### config.mk
export PLATFORM = sky130hd
export DESIGN_NAME = slice_adder
export DESIGN_NICKNAME = d
export VERILOG_FILES = /design/src/rtl/slice_adder.sv
export SDC_FILE = /design/constraint.sdc
export NUM_CORES = 1
export LEC_CHECK = 0
export CELL_PAD_IN_SITES_DETAIL_PLACEMENT = 0
export CELL_PAD_IN_SITES_GLOBAL_PLACEMENT = 2
export CORE_UTILIZATION = 33
export CTS_CLUSTER_DIAMETER = 80
export DETAILED_ROUTE_END_ITERATION = 8
export PLACE_DENSITY_LB_ADDON = 0.1
export RECOVER_POWER = 25
export SYNTH_ARGS = -nofsm -noshare
export SYNTH_HDL_FRONTEND = slang
export SYNTH_SLANG_ARGS = --single-unit
### constraint.sdc
create_clock -name clk -period 3.7 [get_ports clk]
set_input_delay 0.555 -clock clk [delete_from_list [all_inputs] [get_ports clk]]
set_output_delay 0.555 -clock clk [all_outputs]
set_load 0.05 [all_outputs]
### src/rtl/slice_adder.sv
`timescale 1ns/1ps
// slice_adder: multi-cycle two's-complement adder/subtractor. SLICE bits are
// summed per clock through one SLICE-bit carry chain, N = WIDTH/SLICE clocks per op.
module slice_adder #(
    parameter int WIDTH = 16,
    parameter int SLICE = 4
) (
    input  logic             clk,
    input  logic             rst_n,
    input  logic             in_valid,
    output logic             in_ready,
    input  logic [WIDTH-1:0] a,
    input  logic [WIDTH-1:0] b,
    input  logic             sub,
    output logic             out_valid,
    input  logic             out_ready,
    output logic [WIDTH-1:0] s,
    output logic             cout,
    output logic             ovfl,
    output logic [1:0]       o_dbg_state
);

    localparam int N     = WIDTH / SLICE;
    localparam int IDX_W = (N > 1) ? $clog2(N) : 1;
    localparam logic [IDX_W-1:0] LAST_IDX = IDX_W'(N - 1);

    typedef enum logic [1:0] {
        ST_IDLE = 2'd0,
        ST_RUN  = 2'd1,
        ST_DONE = 2'd2
    } state_t;

    state_t           r_state;
    state_t           w_state_nxt;
    logic [WIDTH-1:0] r_a;
    logic [WIDTH-1:0] r_b;
    logic [WIDTH-1:0] r_s;
    logic             r_carry;
    logic             r_cout;
    logic             r_ovfl;
    logic [IDX_W-1:0] r_idx;

    logic [31:0]      w_base;
    logic [SLICE-1:0] w_a_slice;
    logic [SLICE-1:0] w_b_slice;
    logic [SLICE:0]   w_slice_sum;
    logic             w_msb_carry_in;
    logic             w_last;

    // Handshakes: a transfer happens on a rising edge where valid and ready are
    // both high. in_ready is high only in IDLE, out_valid only in DONE; the
    // result is held unchanged in DONE until out_ready is seen.
    assign w_base    = 32'(r_idx) * 32'(SLICE);
    assign w_a_slice = r_a[w_base +: SLICE];
    assign w_b_slice = r_b[w_base +: SLICE];
    assign w_last    = (r_idx == LAST_IDX);

    assign w_slice_sum = {1'b0, w_a_slice} + {1'b0, w_b_slice} + {{SLICE{1'b0}}, r_carry};

    // The carry into the slice MSB is recovered from the MSB sum bit.
    assign w_msb_carry_in = w_a_slice[SLICE-1] ^ w_b_slice[SLICE-1] ^ w_slice_sum[SLICE-1];

    always_ff @(posedge clk or negedge rst_n) begin
        if (!rst_n) begin
            r_state <= ST_IDLE;
        end else begin
            r_state <= w_state_nxt;
        end
    end

    always_comb begin
        w_state_nxt = r_state;
        in_ready    = 1'b0;
        out_valid   = 1'b0;
        case (r_state)
            ST_IDLE: begin
                in_ready = 1'b1;
                if (in_valid) begin
                    w_state_nxt = ST_RUN;
                end
            end
            ST_RUN: begin
                if (w_last) begin
                    w_state_nxt = ST_DONE;
                end
            end
            ST_DONE: begin
                out_valid = 1'b1;
                if (out_ready) begin
                    w_state_nxt = ST_IDLE;
                end
            end
            default: begin
                w_state_nxt = ST_IDLE;
            end
        endcase
    end

    always_ff @(posedge clk or negedge rst_n) begin
        if (!rst_n) begin
            r_a     <= '0;
            r_b     <= '0;
            r_s     <= '0;
            r_carry <= 1'b0;
            r_cout  <= 1'b0;
            r_ovfl  <= 1'b0;
            r_idx   <= '0;
        end else begin
            case (r_state)
                ST_IDLE: begin
                    if (in_valid) begin
                        r_a     <= a;
                        r_b     <= b ^ {WIDTH{sub}};
                        r_carry <= sub;
                        r_idx   <= '0;
                    end
                end
                ST_RUN: begin
                    r_s[w_base +: SLICE] <= w_slice_sum[SLICE-1:0];
                    r_carry              <= w_slice_sum[SLICE];
                    if (w_last) begin
                        r_cout <= w_slice_sum[SLICE];
                        r_ovfl <= w_msb_carry_in ^ w_slice_sum[SLICE];
                    end else begin
                        // idx stops at the last slice; only a new accept clears it.
                        r_idx <= r_idx + IDX_W'(1);
                    end
                end
                default: begin
                end
            endcase
        end
    end

    assign s           = r_s;
    assign cout        = r_cout;
    assign ovfl        = r_ovfl;
    assign o_dbg_state = r_state;

endmodule

==> qor.csv, run 1 <==
metric;value;unit
Netlist cell types;27;
Post-CTS Resized;0;
final layout net count;314;
Yosys reg bits;55;
setup ws final;0.853;ns
post-synthesis sequential area ratio;0.527;
Die H;90.9;um
Avg Cell Area, Syn;12.6;um2
DRT iter0 DRCs;54;
Place WS;0.857;ns
final worst path period need;2.85;ns
grt peak-use layer;met2;
IO Count;59;
Req. time, crit path;3.90;ns
met3 GRT Util;0.0285;
Peak VDD IR;0.403;mV
relative slew slack;-0.325;
Hold Path Class;flip-flop to flip-flop;
ratio of cells with drive above 1 in the final layout;0.150;
GPL Wtd Cong;0.692;
most common cell after layout, fill and taps aside;clkdlybuf4s50_1;
max-cap violations;1;
Net Count, Synth;255;
Final TNS setup;0;ns
TritonCTS Buffers;5;
violations in the final reports;capacitance limit, slew limit;
Initial Util;0.340;
Syn Inst Count;207;
All-Layer GR Usage;0.144;
fin crit share;0.769;
CP arrival;3.04;ns
Util after Layout;0.444;
clock sink count;55;
drt first pass iters;4;
Area Growth Syn to Fin;30.9;%
die width;90.9;um
Cell Rows;32;
Worst-Margin Slew;1.99;ns
die area;8270;um2
Port Buf Inserts;58;
Worst-path clk slew;0.10;ns
core area;7690;um2
Synth Cell Area;2610;um2
# fillers;739;
n_diodes;0;
initial antenna violation count;0;
Max H-tree Level;2;
post-DP HPWL;4030;um
first-pass GRT wire length;9290;um
detailed-route DRC error count;0;
total power;3.45;mW
crit path launch type;flip-flop;
worst-skew pair later-pin latency;0.31;ns
Crit. End Element;flip-flop;
worst-path maximum fanout;7;
fmax;0.351;GHz
met1 Usage GRT;0.200;
antenna viol nets, final;0;
max-slew violations;38;
PD cells;1010;nW/um2
pin count of the biggest net entering global routing;38;
Vias/cell;4.63;
Clk Tree Root Cell;clkbuf_8;
setup bufs post-CTS;0;
vias in the first global route;1784;
final wirelength;5330;um
CTS tree;built;
CTS Hold Bufs;0;
most frequent cells in the layout;clkdlybuf4s50_1, dfrtp_1, nor2_1, a21oi_1, xnor2_1;
clock buffer depth;2;
Synth area leader;dfrtp_1;
gr ovfl total;0;
Avg WL per Cell;14.4;um
Synth top area share;0.527;
RSZ-0062 raised after global routing;false;
met2 Use GR;0.232;
count of final hold-check violations;0;
warning count from the yosys run;0;
largest cells by area after synthesis;dfrtp_1, mux2_2, mux4_2, xnor2_1, a22o_1;
critical path class;flip-flop to flip-flop;
routed vias;1707;
status;complete, but fails checks;
# setup viols final;0;
Leak Pwr;1.39;nW
Setup Skew;0.00981;ns
[power by group]
group	leakage (nW)	switching (mW)	internal, mW
clock	0.0612	0.194	0.219
combinational	0.661	1.13	0.840
sequential	0.669	0.199	0.876
total	1.39	1.52	1.94
[per-stage QoR]
step	hold slack (ns)	area (um2)	cells
after floorplan	0.259	2610	207
final	0.497	3420	369
after global routing	0.539	3420	369
after detailed placement	0.476	3300	361
after CTS	0.355	3420	369
after global placement	0.478	3300	361
[state kept, by name, indices dropped and copies added (netlist names)]
name         cells
o_dbg_state      2
cout             1
ovfl             1
r_a             16
r_idx            2
r_carry          1
s               16
r_b             16
[final timing paths]
path,startpoint,to,slack [ns],cells after the start
worst min register to register,cout,cout,0.50,2
max in group asynchronous,rst_n,r_b[6],1.74,2
worst min-delay path,cout,cout,0.50,2
min in group asynchronous,rst_n,s[9],0.80,1
worst max-delay path,r_idx[0],ovfl,0.85,7
worst max register to register,r_idx[0],ovfl,0.85,7
[area by class of cell]
class | count | area, um2 | area share
tap | 102 | 128 | 0.0373
inverter | 4 | 15.0 | 0.00439
sequential | 55 | 1380 | 0.403
clock inverter | 2 | 35.0 | 0.0103
clock buffer | 6 | 82.6 | 0.0242
multi-input combinational | 138 | 1180 | 0.344
timing repair buffer | 62 | 604 | 0.177
[cells in the mapped netlist, drive strengths merged]
cell type  count
buf            8
nor4           1
o31ai          1
nor2          23
a22o          16
mux2          17
inv            4
and2b          1
nor2b          1
ha             9
fa             2
nand2         10
clkbuf         2
dfrtp         55
nand3b         1
xnor2         18
nand3          1
xor2           1
o21ai          3
o22a           1
mux4           8
a21o           2
o22ai          1
nor3b          1
a21oi         19
nand2b         1
[worst max-delay path: stages (launching register included)]
cell     delay, ns
dfrtp_1       0.56
mux4_2        0.57
fa_1          0.44
fa_1          0.42
a21o_1        0.20
a21oi_1       0.29
xnor2_1       0.17
o21ai_0       0.09
[cell families after synthesis]
family | share of synthesized area
compound gates | 0.110
buf+inv | 0.0249
simple gates | 0.0729
flops | 0.527
mux | 0.142
fa+ha+maj | 0.0585
xor+xnor | 0.0638
[per-layer routing]
metal | share of wire | up-vias
met5 | 0 | -
met4 | 0.0096 | 0
met3 | 0.032 | 6
met2 | 0.48 | 35
met1 | 0.48 | 817
li1 | - | 849
No activity file was read; power rests on OpenSTA's default activity.
==> run 2: changes to the inputs <==
Clock period 3.7 ns to 2.8 ns, I/O delays scaled along.
==> run 2 against run 1 <==
The flow now finishes without violations. Final area rose by 0.29%. Die area did not move. Clock power rose by 6.3%. Global-route usage fell by 0.54 points. Maximum frequency rose by 9.8%. Critical path depth did not move.
==> qor.csv, run 2 (same netlist as run 1, synthesis figures left out) <==
metric;value;unit;change
vias in the first global route;1802;;+1.0%
fin crit share;0.926;;+0.157
Crit. End Element;flip-flop;;
R2R depth;7;;unchanged
first-pass GRT wire length;8970;um;-3.5%
pin count of the biggest net entering global routing;35;;-7.9%
fmax;0.386;GHz;+9.8%
die area;8270;um2;unchanged
reg2reg setup slack;0.21;ns;-0.65 ns
# setup viols final;0;;unchanged
GPL Wtd Cong;0.707;;+2.1%
count of final hold-check violations;0;;unchanged
worst-skew pair later-pin latency;0.31;ns;about the same
Area Growth Syn to Fin;31.3;%;
Req. time, crit path;2.99;ns;-0.91 ns
final layout net count;318;;+1.3%
max-slew violations;0;;-100%
Setup Skew;0.00907;ns;-0.000740 ns
antenna viol nets, final;0;;unchanged
relative slew slack;0.245;;+0.571
All-Layer GR Usage;0.139;;-0.00544
Die H;90.9;um;unchanged
status;completed;;
IO Count;59;;unchanged
most common cell after layout, fill and taps aside;clkdlybuf4s50_1;;
drt first pass iters;4;;unchanged
capture point of the worst path;ovfl;;
Cell Rows;32;;unchanged
slowest stage delay, CP;0.54;ns;-0.03 ns
CTS tree;built;;
clock sink count;55;;unchanged
max-cap violations;0;;-1
Vias/cell;4.69;;+1.4%
Worst-path clk slew;0.10;ns;about the same
r2r endpoint;ovfl;;
Crit. Startpoint;r_idx[0];;
CP max stage cell;mux4_2;;
critical path class;flip-flop to flip-flop;;
detailed-route DRC error count;0;;unchanged
Final TNS setup;0;ns;unchanged
stages on the worst setup path;7;;unchanged
most frequent cells in the layout;clkdlybuf4s50_1, dfrtp_1, nor2_1, xnor2_1, a21oi_1;;
Leak Pwr;1.39;nW;about the same
Hold Path Class;input port to async pin;;
largest delay contributor family on the critical path;adder cells;;
clock buffer depth;2;;unchanged
final wirelength;5200;um;-2.4%
gr ovfl total;0;;unchanged
Worst-Margin Slew;1.13;ns;-0.856 ns
WP buf/inv;0;;unchanged
worst-path maximum fanout;4;;-3
final worst path period need;2.59;ns;-0.253 ns
CP arrival;2.79;ns;-0.25 ns
n_diodes;0;;unchanged
post-DP HPWL;3980;um;-1.2%
PD cells;1330;nW/um2;+32%
die width;90.9;um;unchanged
TritonCTS Buffers;5;;unchanged
critical-path cell list;mux4_2 -> fa_1 -> fa_1 -> a21o_1 -> a21oi_2 -> xnor2_1 -> o21ai_0;;
Port Buf Inserts;58;;unchanged
Peak VDD IR;0.329;mV;-18%
initial antenna violation count;0;;unchanged
R2R Path Start;r_idx[0];;
Max H-tree Level;2;;unchanged
Initial Util;0.340;;unchanged
RSZ-0062 raised after global routing;false;;
Clk Tree Root Cell;clkbuf_8;;
setup bufs post-CTS;0;;unchanged
ratio of cells with drive above 1 in the final layout;0.170;;+0.0199
final hold slack;0.296;ns;-0.201 ns
core area;7690;um2;unchanged
DRT iter0 DRCs;26;;-52%
routed vias;1750;;+2.5%
cell mode on critical path;fa_1;;
crit path launch type;flip-flop;;
Avg WL per Cell;13.9;um;-3.4%
[run 2: layout make-up]
class,instances,area (um2)
clock buffer,5,68.8
clock inverter,3,20.0
fill,735,4260
inverter,4,15.0
multi-input combinational,138,1190
sequential,55,1380
tap,102,128
timing repair buffer,66,632
[run 2: routing by layer]
metal / up-vias / part of all wire / track usage
met4: 0 / 0.011 / 0.0317
met2: 41 / 0.49 / 0.230
met5: - / 0 / 0
li1: 859 / - / -
met1: 845 / 0.46 / 0.186
met3: 5 / 0.033 / 0.0302
[run 2: how the worst min path moves through the flow]
stage | start | end
floorplan | rst_n | cout
global placement | rst_n | s[5]
detailed placement | rst_n | s[4]
CTS | rst_n | s[4]
global route | rst_n | s[4]
finish | rst_n | s[4]
[run 2: through the flow]
stage               utilization  std cells  area [um2]  total power [mW]  worst slack, ns
floorplan                     -        207        2610              3.27           0.0253
global placement          0.433        365        3330              4.11            0.176
detailed placement        0.433        365        3330              4.14            0.139
CTS                       0.445        373        3420              4.58            0.107
global route              0.446        373        3430              4.92           0.0544
finish                    0.446        373        3430              4.57            0.206
[run 2: power by group]
group | internal, mW | switching, mW | leakage (nW) | total, mW
combinational | 1.17 | 1.58 | 0.682 | 2.75
sequential | 1.16 | 0.217 | 0.669 | 1.37
clock | 0.175 | 0.265 | 0.0402 | 0.440
[run 2: repair_timing]
action,4_1_cts,5_1_grt
gates resized for setup,0,2
setup endpoints to repair,0,2
hold buffers,0,0
==> run 3: changes to the inputs <==
Settings changed: MAX_ROUTING_LAYER set to met4.
==> run 3 against run 2 <==
Flip-flop and latch count unchanged. Non-clock buffer count unchanged. Critical path type unchanged. First-iteration DRC count increased by 23%. Critical path depth unchanged. Via count decreased by 0.57%. Clock skew about the same. Power decreased by 0.15%.
==> qor.csv, run 3 (same netlist as run 1, synthesis figures left out) <==
metric;value;unit;change
Worst-path clk slew;0.10;ns;about the same
Cell Rows;32;;unchanged
Clk network pwr share;0.096;;about the same
CTS Hold Bufs;0;;unchanged
crit path launch type;flip-flop;;
final worst path period need;2.59;ns;+0.0000820 ns
routed wl met2;2550;um;-0.70%
critical path class;flip-flop to flip-flop;;
WL met3;177;um;+2.9%
final wirelength;5210;um;+0.21%
routed vias;1740;;-0.57%
GPL Wtd Cong;0.715;;+1.1%
clock buffer depth;2;;unchanged
Area Growth Syn to Fin;31.3;%;unchanged
Crit. End Element;flip-flop;;
most frequent cells in the layout;clkdlybuf4s50_1, dfrtp_1, nor2_1, xnor2_1, a21oi_1;;
fin crit share;0.926;;about the same
R2R Path Start;r_idx[0];;
Worst-Margin Slew;1.14;ns;+0.00839 ns
Leak Pwr;1.39;nW;unchanged
Avg WL per Cell;14.0;um;+0.21%
All-Layer GR Usage;0.143;;+0.00421
setup ws final;0.206;ns;-0.0000820 ns
Crit. Startpoint;r_idx[0];;
detailed-route DRC error count;0;;unchanged
worst-path maximum fanout;4;;unchanged
dpl cell area;3330;um2;unchanged
Vias/cell;4.66;;-0.57%
R2R depth;7;;unchanged
Internal Pwr Total;2.50;mW;about the same
n_diodes;0;;unchanged
TritonCTS Buffers;5;;unchanged
core area;7690;um2;unchanged
die width;90.9;um;unchanged
switching part of the total power;0.452;;-0.000572
vias in the first global route;1800;;-0.11%
final layout net count;318;;unchanged
reg2reg setup slack;0.21;ns;about the same
CP arrival;2.79;ns;about the same
Peak VDD IR;0.329;mV;-0.14%
design area;3430;um2;unchanged
Comb pwr share;0.602;;about the same
M1 WL;2430;um;+1.1%
count of final hold-check violations;0;;unchanged
ratio of cells with drive above 1 in the final layout;0.170;;unchanged
IO Count;59;;unchanged
Clk Tree Root Cell;clkbuf_8;;
Req. time, crit path;2.99;ns;about the same
Initial Util;0.340;;unchanged
Final TNS setup;0;ns;unchanged
top sig layer;met4;;
first-pass GRT wire length;8970;um;unchanged
r2r endpoint;ovfl;;
final hold slack;0.300;ns;+0.00339 ns
pin count of the biggest net entering global routing;35;;unchanged
max-cap violations;0;;unchanged
RSZ-0062 raised after global routing;false;;
# setup viols final;0;;unchanged
DRT iter0 DRCs;32;;+23%
Die H;90.9;um;unchanged
total power;4.56;mW;-0.15%
# fillers;735;;unchanged
initial antenna violation count;0;;unchanged
worst-skew pair later-pin latency;0.31;ns;about the same
CTS tree;built;;
Psw;2.06;mW;-0.28%
capture point of the worst path;ovfl;;
drt first pass iters;4;;unchanged
relative slew slack;0.240;;-0.00559
Hold Path Class;input port to async pin;;
Max H-tree Level;2;;unchanged
setup bufs post-CTS;0;;unchanged
gr ovfl total;0;;unchanged
sequential share of power;0.301;;about the same
antenna viol nets, final;0;;unchanged
status;completed;;
max-slew violations;0;;unchanged
most common cell after layout, fill and taps aside;clkdlybuf4s50_1;;
Post-CTS Resized;0;;unchanged
post-DP HPWL;3980;um;unchanged
die area;8270;um2;unchanged
Setup Skew;0.00943;ns;+0.000361 ns
PD cells;1330;nW/um2;-0.15%
Port Buf Inserts;58;;unchanged
Place WS;0.139;ns;unchanged
clock sink count;55;;unchanged
fmax;0.386;GHz;about the same
## run 3: cell counts in the layout (fill, tap and decap cells not counted)
Identical to the previous run, type by type.
## run 3: through the flow
step	cells	util
after global placement	365	0.433
after detailed placement	365	0.433
after CTS	373	0.445
final	373	0.446
after floorplan	207	-
after global routing	373	0.446
## run 3: power groups by stage
| stage | sequential [mW] | combinational [mW] | clock (mW) |
|---|---|---|---|
| after global routing | 1.43 | 3.00 | 0.489 |
| after CTS | 1.38 | 2.74 | 0.457 |
| after floorplan | 1.71 | 1.56 | 0 |
| after detailed placement | 1.40 | 2.74 | 0 |
| after global placement | 1.40 | 2.71 | 0 |
| final | 1.37 | 2.75 | 0.439 |
## run 3: worst min path at each step
stage,cells after the start,slack (ns),to,startpoint
detailed placement,1,0.40,s[4],rst_n
global placement,1,0.41,s[5],rst_n
floorplan,0,0.12,cout,rst_n
global route,1,0.40,s[4],rst_n
finish,1,0.30,s[4],rst_n
CTS,1,0.06,s[4],rst_n
## run 3: cell type report
| class | instances | area [um2] | area share |
|---|---|---|---|
| flip-flops and latches | 55 | 1380 | 0.402 |
| multi-input cells | 138 | 1190 | 0.346 |
| repair buffers | 66 | 632 | 0.184 |
| well taps | 102 | 128 | 0.0372 |
| clock buffers | 5 | 68.8 | 0.0201 |
| clock inverters | 3 | 20.0 | 0.00584 |
| inverters | 4 | 15.0 | 0.00438 |
## run 3: worst max-delay path, stage by stage, from the launching register on
cell	delay (ns)
dfrtp_1	0.44
mux4_2	0.54
fa_1	0.45
fa_1	0.44
a21o_1	0.21
a21oi_2	0.20
xnor2_1	0.13
o21ai_0	0.08
## run 3: layer usage
metal / track usage / up-vias
met3: 0.0302 / 6
li1: - / 858
met2: 0.229 / 42
met4: 0.0317 / 0
met1: 0.187 / 834
met5: - / -
